<file path="src/rtl/sat_counter.sv">
// ============================================================================
// sat_counter : up-counter with synchronous clear that holds at all-ones.
//               Rev 1.0
// ============================================================================
`default_nettype none

module sat_counter #(
  parameter int WIDTH = 8
) (
  input  logic             clk,
  input  logic             rst_n,
  input  logic             clear,
  input  logic             inc,
  output logic [WIDTH-1:0] count
);

  logic [WIDTH-1:0] count_q;
  logic [WIDTH-1:0] count_d;

  always_comb begin
    count_d = count_q;
    if (clear) begin
      count_d = '0;
    end else if (inc && !(&count_q)) begin
      count_d = count_q + WIDTH'(1);
    end
  end

  always_ff @(posedge clk or negedge rst_n) begin
    if (!rst_n) begin
      count_q <= '0;
    end else begin
      count_q <= count_d;
    end
  end

  assign count = count_q;

endmodule

`default_nettype wire

</file>
<file path="config.mk">
export PLATFORM = sky130hd
export DESIGN_NAME = sat_counter
export DESIGN_NICKNAME = d
export VERILOG_FILES = /design/src/rtl/sat_counter.sv
export SDC_FILE = /design/constraint.sdc
export NUM_CORES = 1
export LEC_CHECK = 0
export CORE_AREA = 10 10 47 49
export CTS_CLUSTER_SIZE = 40
export DETAILED_ROUTE_END_ITERATION = 10
export DIE_AREA = 0 0 57 59
export PLACE_DENSITY = 0.63
export SLEW_MARGIN = 20
export SYNTH_ARGS = -nofsm -noshare
export SYNTH_HDL_FRONTEND = slang
export SYNTH_SLANG_ARGS = --single-unit
</file>
<file path="constraint.sdc">
create_clock -name clk -period 3.8 [get_ports clk]
set_input_delay 0.76 -clock clk [delete_from_list [all_inputs] [get_ports clk]]
set_output_delay 0.76 -clock clk [all_outputs]
set_load 0.05 [all_outputs]
</file>
Yosys cells after proc, flatten, opt, wreduce, memory -nomap -nowiden
Index checks and enable logic that the tools add are counted.
{"block": "word_totals", "inputBits": 4, "register_bits": 8, "output_inout_bits": 8}
{"block": "classes", "mux": 2, "n_addsub": 1, "reduce_logical": 4}
{"cell": "8-bit two-way mux", "n": 2}
{"cell": "8-bit by 1-bit adder with 8-bit output (second input constant)", "n": 1}
{"cell": "8-bit AND reduction", "n": 1}
{"cell": "2-bit nonzero test", "n": 1}
{"cell": "1-bit logical AND", "n": 1}
{"cell": "1-bit logical NOT", "n": 1}

Longest topological paths before layout
{"block": "depth", "word_depth": 5, "depth_mapped": 4, "depth_no_buf": 4}

Worst setup path before layout
OpenSTA, ideal clock, no wires.
{"block": "synth_path", "path_kind": "register to register", "startpoint": "register count_q[0], in the netlist count[0]", "endpoint": "register count_q[5], in the netlist count[5]", "setup_time_ps": 125, "slack_ps": 1991, "arrival_time_ps": 1684, "stages_incl_launch_ff": 5, "synth_period_minus_slack_ps": 1809, "required_time_ps": 3675, "cell_sequence": "dfrtp_1 ha_1 and3_2 a211oi_2 mux2_4"}
{"block": "synth_between", "elab_chain_len": 4, "elab_cells_between_ends": 7, "classes_between": "1 x add/sub; 2 x mux; 4 x reduce/logical"}
{"item": "start: declaration", "line": "17", "source": "logic [WIDTH-1:0] count_q;"}
{"item": "start signal: assignment", "line": "33", "source": "count_q <= count_d;"}
{"item": "parallel branches: the longest is 4 deep, another holds 8-bit by 1-bit adder with 8-bit output"}
Parallel ways; which one is timed is not known. The select of a mux whose other input is x is not followed.
A chain may end at the register's enable or synchronous reset.

Worst setup path in the final report
{"block": "layout_path", "startpoint": "register count_q[3], in the netlist count[3]", "endpoint": "output port count[3]"}
{"item": "end: declaration", "line": "14", "source": "output logic [WIDTH-1:0] count"}
No word-level cell between the ends.

==> metrics.csv <==
metric;value;unit
status;completed;
IO buf count;11;
critical path class;flop to primary output;
Synth area leader;dfrtp_1;
met1 wire length;519;µm
Post-Synth Adder-Cell Area;2.48;%
clk_lat worst skew;250;ps
final setup fails;0;
# DRC;0;
Worst Setup Start Kind;flop;
area grow syn2layout;27.2;%
worst min-delay path class;flop to flop;
mux cell area share after synthesis;13.9;%
Leakage;0.258;nW
WL/cell;14.7;µm
crit path cell chain;clkdlybuf4s50_1;
Final Hold Viols;0;
worst slack, placed;1620;ps
Slew @ Worst Pin;502;ps
fillers;148;
maximum net fanout on the critical path;8;
DP Cell Count;72;
max reg flops;8;
Die W;57;µm
GPL Wtd Cong;0.780;
max-cap viol count;0;
library cells used by synthesis;25;
post_cts resized;0;
Peak Freq;429;MHz
DP HPWL;848;µm
multi-input logic area;290;µm²
Slowest-stage cell, CP;clkdlybuf4s50_1;
Post-Syn Nets;52;
largest family of logic cells by synthesized area;simple AND/OR/NAND/NOR gates;
largest net degree at the start of global routing;14;
Die ar.;3360;µm²
CTS buffer count;3;
DP Area;621;µm²
worst vdd ir;176;µV
vias per cell;5.56;
vias in the first global route;450;
DRT iter0 DRCs;8;
die height;59;µm
met2 wire len;516;µm
Worst Path Arrival;1570;ps
antenna viol nets, final;0;
fin. max-slew vios;0;
total gr overflow;0;
XOR/XNOR share of the synthesized area;0;%
H-tree depth;1;
Tot Pwr;181;µW
CP top delay family;buffers and inverters;
met3 WL;41;µm
setup_tns;0;ps
I/O Pins;12;
number of diodes;0;
Core Box Area;1400;µm²
Syn. warnings;0;
register area share after synthesis;39.6;%
Compound-Gate Fraction of Synth Area;16.6;%
Via Count;417;
post-layout instance area;643;µm²
PwrDens;281;nW/µm²
min Tclk post-route;2330;ps
CTS tree;yes;
# rows;14;
Starting Density;36.1;%
FF+latch count, synth;8;
hold-fix buffers at CTS;0;
initial antenna violation count;0;
Clock Skews;0.504;ps
Buf+Inv Stages, Crit Path;1;
clk root buf;clkbuf_4;
Finished Layout Cells;75;
final setup margin;1470;ps
Mapped Cells;47;
register area;200;µm²
Req. time, crit path;3040;ps
synth top area cells;dfrtp_1, mux2_4, nor2b_1;
final wirelength;1.10;mm
Synth Area in Simple Gates;24.5;%
clk buf depth;2;
Top Layer Used;met4;
NumNets Final;66;
first-pass GRT wire length;1.90;mm
Slew HR;66.4;%
mean area per synthesized cell;10.8;µm²
unrepaired setup endpoints after global routing;no;
Synth top area share;39.6;%
GRT Overall Usage;7.07;%
DR pass1 iterations;3;
Clock Pin Slew Worst Setup and Hold Paths;50;ps
clk sinks;8;
Slowest Stage Delay on Critical Path;850;ps
synthesized area;505;µm²
Tcrit/Tclk final;61.3;%
Post-CTS Setup Inserts;0;
share of layout cells above drive strength 1;20.3;%
Critical Path End Type;primary output;
cells in the final DEF (no fill, tap or decap), types with 2 or more instances in the layout:
master           netlist  final
nor2b_1                4      4
dfrtp_1                8      8
nand2b_1               2      2
clkbuf_4               0      3
nor2_1                 4      4
clkdlybuf4s50_1        0     11
a21oi_1                2      2
nand2_1                2      2
and4_1                 2      2
a21oi_2                2      2
mux2_4                 4      4
nand4_1                2      2
path summary, 6_finish.rpt:
kind                               start        to  slack [ps]  cells past startpoint
worst max register to register  count[0]  count[5]        2160                      4
max in group asynchronous          rst_n  count[2]        2740                      1
worst min register to register  count[1]  count[1]         610                      2
worst min-delay path            count[1]  count[1]         610                      2
worst max-delay path            count[3]  count[3]        1470                      1
min in group asynchronous          rst_n  count[1]         790                      1
through the flow:
| stage | utilization (%) | hold slack, ps |
|---|---|---|
| 5_1_grt | 45.9 | 654 |
| 4_1_cts | 45.9 | 619 |
| 6_report | 45.9 | 612 |
| 3_5_place_dp | 44.3 | 610 |
| 2_1_floorplan | - | 464 |
| 3_3_place_gp | 44.3 | 581 |
synth_stat cells, drive strengths merged:
| master | count |
|---|---|
| nor2b | 4 |
| dfrtp | 8 |
| a21oi | 4 |
| a41oi | 1 |
| mux2i | 1 |
| mux2 | 4 |
| a311oi | 1 |
| nor2 | 4 |
| nand4 | 2 |
| nand3 | 1 |
| buf | 1 |
| ha | 1 |
| nand2 | 2 |
| and3 | 2 |
| a211oi | 2 |
| nor4bb | 1 |
| and4 | 2 |
| nand2b | 2 |
| clkbuf | 1 |
| a21boi | 2 |
| nor3 | 1 |
cell families (layout without fill, tap and decap cells):
kind of cell / after synthesis / count (layout)
buffers and inverters: 2 / 14
adders and majority gates: 1 / 1
muxes: 5 / 5
DFF: 8 / 8
and+or+nand+nor: 21 / 21
AOI/OAI and AO/OA: 10 / 10
per-layer routing:
| metal | up-vias | GRT usage, % |
|---|---|---|
| met1 | 203 | 7.79 |
| met2 | 9 | 11.8 |
| li1 | 203 | - |
| met5 | - | 0 |
| met3 | 2 | 2.15 |
| met4 | 0 | 4.03 |
layout make-up:
class | count | area share [%]
clock buffers | 3 | 3.50
well taps | 16 | 3.11
repair buffers | 11 | 17.1
multi-input cells | 37 | 45.1
flip-flops and latches | 8 | 31.1
power breakdown:
part / internal, mW / leakage, nW / total (mW) / switching [mW]
sequential: 0.0874 / 0.110 / 0.0907 / 0.00335
clock: 0.0360 / 0.0138 / 0.0633 / 0.0273
combinational: 0.0110 / 0.134 / 0.0265 / 0.0155
(Power assumes the default switching activity.)
